`src/rtl/decoder_scan.sv`:
```
`default_nettype none
// ============================================================================
// Module      : decoder_scan
// Description : Registered SEL_W-to-2**SEL_W one-hot decoder with two modes.
//               Direct mode decodes sel_i one clock later. Scan mode steps
//               through every output in turn, holding each one for DIV
//               clocks, and pulses wrap_o when the index rolls over to 0.
//               Intended for digit/LED/row select lines in display and
//               keypad scan circuits.
// Revision    : 1.0 - initial release
// ----------------------------------------------------------------------------
// Parameters
//   SEL_W   : select width, 1..5; output width OUTS = 2**SEL_W
//   DIV     : scan dwell in clocks per output, >= 1
//   ACT_LOW : 1 = y_o active-low, including its reset/idle value
// Ports
//   clk     in   1      rising-edge clock
//   rst     in   1      asynchronous reset, active-high
//   en_i    in   1      enable; 0 = all outputs inactive
//   mode_i  in   1      0 = direct decode, 1 = scan
//   sel_i   in   SEL_W  direct index; scan start index on scan entry
//   y_o     out  OUTS   one-hot select outputs (polarity per ACT_LOW)
//   idx_o   out  SEL_W  index currently decoded onto y_o
//   wrap_o  out  1      one-clock pulse when the scan index wraps to 0
// ============================================================================
module decoder_scan #(
   parameter int SEL_W   = 2,
   parameter int DIV     = 4,
   parameter int ACT_LOW = 0
) (
   input  logic                    clk,
   input  logic                    rst,
   input  logic                    en_i,
   input  logic                    mode_i,
   input  logic [SEL_W-1:0]        sel_i,
   output logic [(1<<SEL_W)-1:0]   y_o,
   output logic [SEL_W-1:0]        idx_o,
   output logic                    wrap_o
);

   localparam int OUTS  = 1 << SEL_W;
   // A one-clock dwell still needs a 1-bit counter to keep the logic uniform.
   localparam int CNT_W = (DIV > 1) ? $clog2(DIV) : 1;

   localparam logic [CNT_W-1:0] C_DIV_M1 = CNT_W'(DIV - 1);
   // Inactive output pattern; XOR with it applies the output polarity.
   localparam logic [OUTS-1:0]  C_Y_IDLE = (ACT_LOW != 0) ? {OUTS{1'b1}} : {OUTS{1'b0}};

   typedef enum logic [1:0] {
      ST_IDLE   = 2'd0,
      ST_DIRECT = 2'd1,
      ST_SCAN   = 2'd2
   } state_t;

   state_t             state_q, state_d;
   logic [SEL_W-1:0]   idx_q,   idx_d;
   logic [CNT_W-1:0]   cnt_q,   cnt_d;
   logic               wrap_q,  wrap_d;
   logic [OUTS-1:0]    y_q,     y_d;

   function automatic logic [OUTS-1:0] f_onehot(input logic [SEL_W-1:0] s);
      logic [OUTS-1:0] v;
      v    = '0;
      v[s] = 1'b1;
      return v;
   endfunction

   // ------------------------------------------------------------------------
   // Next-state logic. All outputs are derived from the next index so that
   // y_o always matches idx_o in the same cycle.
   // ------------------------------------------------------------------------
   always_comb begin
      state_d = state_q;
      idx_d   = idx_q;
      cnt_d   = '0;
      wrap_d  = 1'b0;
      y_d     = C_Y_IDLE;

      if (!en_i) begin
         // Idle: outputs off, index retained for observation.
         state_d = ST_IDLE;
      end else if (!mode_i) begin
         state_d = ST_DIRECT;
         idx_d   = sel_i;
         y_d     = f_onehot(idx_d) ^ C_Y_IDLE;
      end else begin
         state_d = ST_SCAN;
         if (state_q != ST_SCAN) begin
            // Entry edge: load the start index and begin a full dwell.
            idx_d = sel_i;
         end else if (cnt_q == C_DIV_M1) begin
            // Dwell complete: advance with natural SEL_W rollover.
            idx_d  = idx_q + 1'b1;
            wrap_d = (idx_q == {SEL_W{1'b1}});
         end else begin
            cnt_d = cnt_q + 1'b1;
         end
         y_d = f_onehot(idx_d) ^ C_Y_IDLE;
      end
   end

   // ------------------------------------------------------------------------
   // State and output registers
   // ------------------------------------------------------------------------
   always_ff @(posedge clk or posedge rst) begin
      if (rst) begin
         state_q <= ST_IDLE;
         idx_q   <= '0;
         cnt_q   <= '0;
         wrap_q  <= 1'b0;
         y_q     <= C_Y_IDLE;
      end else begin
         state_q <= state_d;
         idx_q   <= idx_d;
         cnt_q   <= cnt_d;
         wrap_q  <= wrap_d;
         y_q     <= y_d;
      end
   end

   assign y_o    = y_q;
   assign idx_o  = idx_q;
   assign wrap_o = wrap_q;

endmodule
`default_nettype wire

```
`config.mk`:
```
export PLATFORM = sky130hd
export DESIGN_NAME = decoder_scan
export DESIGN_NICKNAME = d
export VERILOG_FILES = /design/src/rtl/decoder_scan.sv
export SDC_FILE = /design/constraint.sdc
export NUM_CORES = 1
export LEC_CHECK = 0
export ABC_AREA = 1
export CORE_MARGIN = 2
export CORE_UTILIZATION = 30
export DETAILED_ROUTE_END_ITERATION = 8
export SYNTH_ARGS = -nofsm -noshare
export SYNTH_HDL_FRONTEND = slang
export SYNTH_SLANG_ARGS = --single-unit
```
`constraint.sdc`:
```
create_clock -name clk -period 1.22 [get_ports clk]
set_input_delay 0.244 -clock clk [delete_from_list [all_inputs] [get_ports clk]]
set_output_delay 0.244 -clock clk [all_outputs]
set_load 0.02 [all_outputs]
```
==> reports/metrics.cfg, run 1 <==
[outcome]
run_status=finished, violations left
failed_checks=setup timing

[logic_synthesis]
synth_nets=78
ys_types=15
synth_warnings=0
synth.top_cell.area_share_pct=47.8
seq_area_frac_synth_pct=47.8
synth.top_cells.by_area=dfrtp_1 (48%), nand2_1 (12%), nand3_1 (9.6%)
synthTopCellsByCount=nand2_1 (19), dfrtp_1 (11), nand3_1 (11)
synth_top_cell_by_area=dfrtp_1
avgSynthCellArea_um2=8.34
synth.most_common_cell=nand2_1
synth_seq_cells=11
async_reset_ff_share_pct=100
mappedNetlistArea_um2=576
synth_ff_type=dfrtp_1
number_of_enable_type_register_cells_in_the_synthesized_netlist=0
post_synth_inst_count=69

[setup_path]
max_stage_delay_ps=420
reg2reg_setup_slack_ps=-20
startpoint=idx_o[1]
worst_r2r_path_depth=6
top_cell_by_count_worst_path=nand2_2
path_delay_family=flip-flops
worst-endpoint-arrival_ps=1450
slowest_stage=dfrtp_1
worst_setup_path_start_kind=flip-flop
cp_data_required_time_ps=1430
rr_endpoint=y_o[1]
cp_cell_sequence=ha_1 > nand2_2 > nand2_2 > nand2_2 > nand3_2 > o21bai_1
critical_path.n_buffers_inverters=0
r2r-start=idx_o[1]
end_kind=flip-flop
critPathMaxFanout=4
timing.setup.critical_path_class=flip-flop to flip-flop

[sta]
worst_case_headroom_to_the_max_slew_limit_pct=70.9
achievable-frequency_mhz=805
setup_violations=2
grt_setup_unrepaired=true
fin_crit_ps=1240
timing.final.crit_share_pct=102
tightest_slew_ps=436
maxSlewViolCount=0
timing.final.ws_setup_ps=-22.0
hold_viol_final=0
clock-skew-final_ps=3.90

[pwr]
p_seq_share_pct=46.9
power.static_leakage_nw=0.410
power_switching_share_pct=30.8
part_of_the_total_power_dissipated_in_combinational_logic_pct=22.3
clkPwrFrac_pct=30.8
switchingPower_w=0.000262
internal_power_w=0.000589
cellPowerDensity_nw_per_um2=1050
irDropWorstVdd_v=0.000586

[final_layout]
postLayoutCellArea_um2=812
antenna-diode-count=0
final_cell_count_without_fillers=114
sequential_cell_area_in_the_final_layout_um2=275
design.final.nets=99
filler_cell_count=185
area_growth_syn_to_layout_pct=41.1
drive_gt1_share_pct=32.6
multi_input_comb_area_um2=303

[place]
io_buffer_count=12
dpl-instance-area_um2=742
finalWeightedCongestion=0.761
worst_case_setup_slack_after_placement_ps=-122
hpwl_um=949
placed_cells=108

[clocking]
clock_tree.htree_level_count=1
cts-buffers-inserted=3
max-clock-path-buffers=2
insertion_delay_of_the_later_clocked_pin_in_the_worst_skew_pair_ps=280
clock_tree_from_tritoncts=built
path_clk_slew_ps=70
cts_root_buf=clkbuf_4
clock-sinks=11

[floorplan]
floorplan.rows=15
dieArea_um2=2280
io_pins=13
floorplan.die.height_um=47.8
die_w_um=47.8
start_util_pct=32.6
core_area_um2=1760

[routing]
drt_first_iter_violations=23
wl_per_cell_um=12.3
routed_via_density=4.69
ant_nets=0
route.detailed.drc=0
firstDrtPassIters=4
vias=535
routed_wl_um=1400

[global_route]
initial_antenna_violation_count=0
first_global_vias=471
global_route_wire_length_before_repair_um=2070
grt_start_max_net_pins=12
grt_usage_pct=14.5
overflow=0

[job]
cap_violations=0

[min_path]
hold_path_class=input pin to async pin

through the flow:
stage | power [W] | hold slack [ps] | setup TNS [ps] | util [%]
after floorplan | 0.000498 | 96.4 | 0 | -
after global placement | 0.000574 | 468 | -477 | 42.1
after detailed placement | 0.000578 | 471 | -584 | 42.1
after CTS | 0.000829 | 271 | -7.59 | 43.8
after global routing | 0.000884 | 306 | -195 | 46.0
final | 0.000851 | 253 | -37.9 | 46.0
flip-flops by register name (all words and copies together) (netlist names):
name     flops
idx_o        2
wrap_o       1
cnt_q        2
state_q      2
y_o          4
cells by family (layout without fill, tap and decap cells):
| family | after synthesis | after routing | synth area share, % |
|---|---|---|---|
| AO/OA/AOI/OAI | 4 | 4 | 4.35 |
| adder cells (fa/ha/maj) | 3 | 3 | 6.52 |
| buffers and inverters | 10 | 30 | 6.74 |
| flip-flops | 11 | 11 | 47.8 |
| AND/OR/NAND/NOR | 41 | 41 | 34.6 |
cell usage in the layout, fill, tap and decap left out, types with 2 or more instances in the layout:
cell and n:
clkdlybuf4s50_1 5, nand3_2 5, nand2_1 15, dlygate4sd2_1 2, nand2_2 9, buf_2 2, dfrtp_1 11, nor2_1 2
clkbuf_4 3, buf_4 4, ha_1 2, nand3_1 6, inv_1 8, o21bai_1 2, clkdlybuf4s15_1 3, nor2_4 2
power groups by stage:
| stage | clock network (W) | registers (W) | logic, W |
|---|---|---|---|
| final | 0.000262 | 0.000399 | 0.000189 |
| after global routing | 0.000277 | 0.000402 | 0.000205 |
| after CTS | 0.000263 | 0.000399 | 0.000167 |
| after detailed placement | 0 | 0.000407 | 0.000172 |
| after global placement | 0 | 0.000406 | 0.000168 |
| after floorplan | 0 | 0.000425 | 0.0000736 |
final cells by class:
class / instances / area share, %
multi-input combinational: 48 / 37.3
sequential: 11 / 33.9
timing repair buffer: 16 / 16.9
inverter: 10 / 4.78
tap: 25 / 3.85
clock buffer: 4 / 3.24
layer usage:
metal,track usage [%],vias up,wire length (um)
li1,-,260,-
met2,18.4,22,654
met3,7.92,11,74
met5,0,-,0
met1,17.1,242,579
met4,13.5,0,91
what timing repair did:
action | 4_1_cts | 5_1_grt
resized for setup | 13 | 14
setup endpoints to repair | 11 | 10
buffers inserted | 0 | 2
hold buffers | 0 | 0
pin swaps | 1 | 2
worst register-to-register path, cell delays in order (launching register included):
cell and delay (ps):
dfrtp_1 420, ha_1 320, nand2_2 90, nand2_2 50
nand2_2 90, nand3_2 80, o21bai_1 120
worst max-delay path by stage:
stage                     to  slack (ps)  cells past startpoint
CTS                   y_o[1]          -4                      6
detailed placement  idx_o[0]        -120                      6
global placement      y_o[1]        -100                      6
finish                y_o[1]         -20                      6
floorplan             y_o[2]        0.07                      7
global route          y_o[2]         -70                      7
(Power assumes the default switching activity.)
==> run 2, diff against run 1 <==
Settings changed: CELL_PAD_IN_SITES_DETAIL_PLACEMENT set to 1, CELL_PAD_IN_SITES_GLOBAL_PLACEMENT set to 1, PLACE_DENSITY_LB_ADDON set to 0.1.
==> run 2 against run 1 <==
  * The run now ends clean
  * Via count grew 2.8%
  * Clock skew grew 4.5 ps
  * Final cell count grew 2.6%
  * Highest routed layer unchanged
  * Largest power group unchanged
  * Critical endpoint is now y_o[0]
  * Critical path type unchanged
==> reports/metrics.cfg, run 2 (synthesis gave the netlist of run 1 again) <==
[sta]
grt_setup_unrepaired=true
timing.final.crit_share_pct=98.6
setup_violations=0
timing.final.ws_setup_ps=17.3
hold_viol_final=0
maxSlewViolCount=0
worst_case_headroom_to_the_max_slew_limit_pct=83.1
fin_crit_ps=1200
achievable-frequency_mhz=831
clock-skew-final_ps=8.45
setup-tns-final_ps=0
tightest_slew_ps=251

[routing]
vias=550
routed_wl_um=1680
drt_first_iter_violations=1
routed_via_density=4.70
ant_nets=0
firstDrtPassIters=4
route.detailed.drc=0
wl_per_cell_um=14.4

[final_layout]
design.final.nets=102
area_growth_syn_to_layout_pct=50.4
sequential_cell_area_in_the_final_layout_um2=277
final_core_utilization_pct=49.1
multi_input_comb_area_um2=334
filler_cell_count=237
layout.cells.most_common_list=nand2_1 (15), dfrtp_1 (10), nand2_2 (8), buf_4 (7), nand3_2 (6)
drive_gt1_share_pct=41.3
mostFrequentLayoutCell=nand2_1
largest_register_ffs=4
antenna-diode-count=0

[pwr]
p_seq_share_pct=45.7
part_of_the_total_power_dissipated_in_combinational_logic_pct=23.9
irDropWorstVdd_v=0.000475
switchingPower_w=0.000282
clkPwrFrac_pct=30.4
power_switching_share_pct=32.0
cellPowerDensity_nw_per_um2=1020
power.static_leakage_nw=0.427
internal_power_w=0.000599
totalPowerFinal_w=0.000882

[clocking]
holdBufCountCts=0
max-clock-path-buffers=2
insertion_delay_of_the_later_clocked_pin_in_the_worst_skew_pair_ps=280
cts-buffers-inserted=3
cts_root_buf=clkbuf_4
path_clk_slew_ps=80
clock_tree_from_tritoncts=built
clock-sinks=11
clock_tree.htree_level_count=1

[place]
worst_case_setup_slack_after_placement_ps=-100
finalWeightedCongestion=0.746
io_buffer_count=12
hpwl_um=1160

[setup_path]
timing.setup.critical_path_class=flip-flop to flip-flop
worst_r2r_path_depth=7
worst-endpoint-arrival_ps=1410
cp_data_required_time_ps=1430
r2r-start=cnt_q[0]
slowest_stage=dfrtp_1
end_kind=flip-flop
max_stage_delay_ps=430
worst_setup_path_start_kind=flip-flop
critPathMaxFanout=3
cp_cell_sequence=ha_2 > inv_2 > nand2_1 > nand3_2 > nand2_2 > nand3_2 > nand2_1
startpoint=cnt_q[0]

[outcome]
run_status=completed

[global_route]
grt_usage_pct=16.5
first_global_vias=560
global_route_wire_length_before_repair_um=2480
overflow=0
initial_antenna_violation_count=0
grt_start_max_net_pins=12

[floorplan]
core_area_um2=1760
dieArea_um2=2280
start_util_pct=32.6
die_w_um=47.8
floorplan.die.height_um=47.8
io_pins=13
floorplan.rows=15

[job]
cap_violations=0

[min_path]
hold_path_class=input pin to async pin

run 2: power groups by stage:
stage	combinational (W)	sequential [W]	clock, W
6_report	0.000210	0.000403	0.000268
3_5_place_dp	0.000191	0.000405	0
3_3_place_gp	0.000189	0.000405	0
2_1_floorplan	0.0000736	0.000425	0
5_1_grt	0.000231	0.000405	0.000282
4_1_cts	0.000184	0.000398	0.000269
run 2: worst paths after layout:
path	to	slack, ps
min in group clk	cnt_q[0]	540
hold reg to reg	cnt_q[0]	540
max in group asynchronous	idx_o[1]	790
hold / removal	wrap_o	250
setup reg to reg	y_o[0]	20
setup / recovery	y_o[0]	20
run 2: metrics by stage:
stage	cell area (um2)	hold WS [ps]	std cells
floorplan	576	96.4	69
global placement	779	487	113
detailed placement	779	484	113
CTS	805	265	117
global route	866	282	117
finish	866	252	117
run 2: final cells by class:
cell class              instances  share of cell area, %
multi-input cells              48                   38.6
flip-flops and latches         11                   31.9
repair buffers                 19                   18.4
inverters                      10                   4.48
well taps                      25                   3.61
clock buffers                   4                   3.03
run 2: worst max-delay path: cells and delay by family, from the launching register on:
kind / cells / cell delay (ps)
buf+inv: 1 / 30
simple gates: 5 / 430
fa+ha+maj: 1 / 240
flops: 1 / 430
run 2: metal layers:
| layer | share of wire [%] | GRT usage (%) | routed length, um | vias to the layer above |
|---|---|---|---|---|
| li1 | - | - | - | 264 |
| met1 | 45 | 21.1 | 753 | 269 |
| met2 | 51 | 26.4 | 852 | 13 |
| met3 | 2.4 | 2.26 | 41 | 4 |
| met4 | 2.1 | 9.73 | 36 | 0 |
| met5 | 0 | 0 | 0 | - |
run 2: timing repair:
action,CTS,global route
setup buffers,0,0
resized for setup,12,22
pin swaps,0,3
endpoints found under the setup margin,8,8
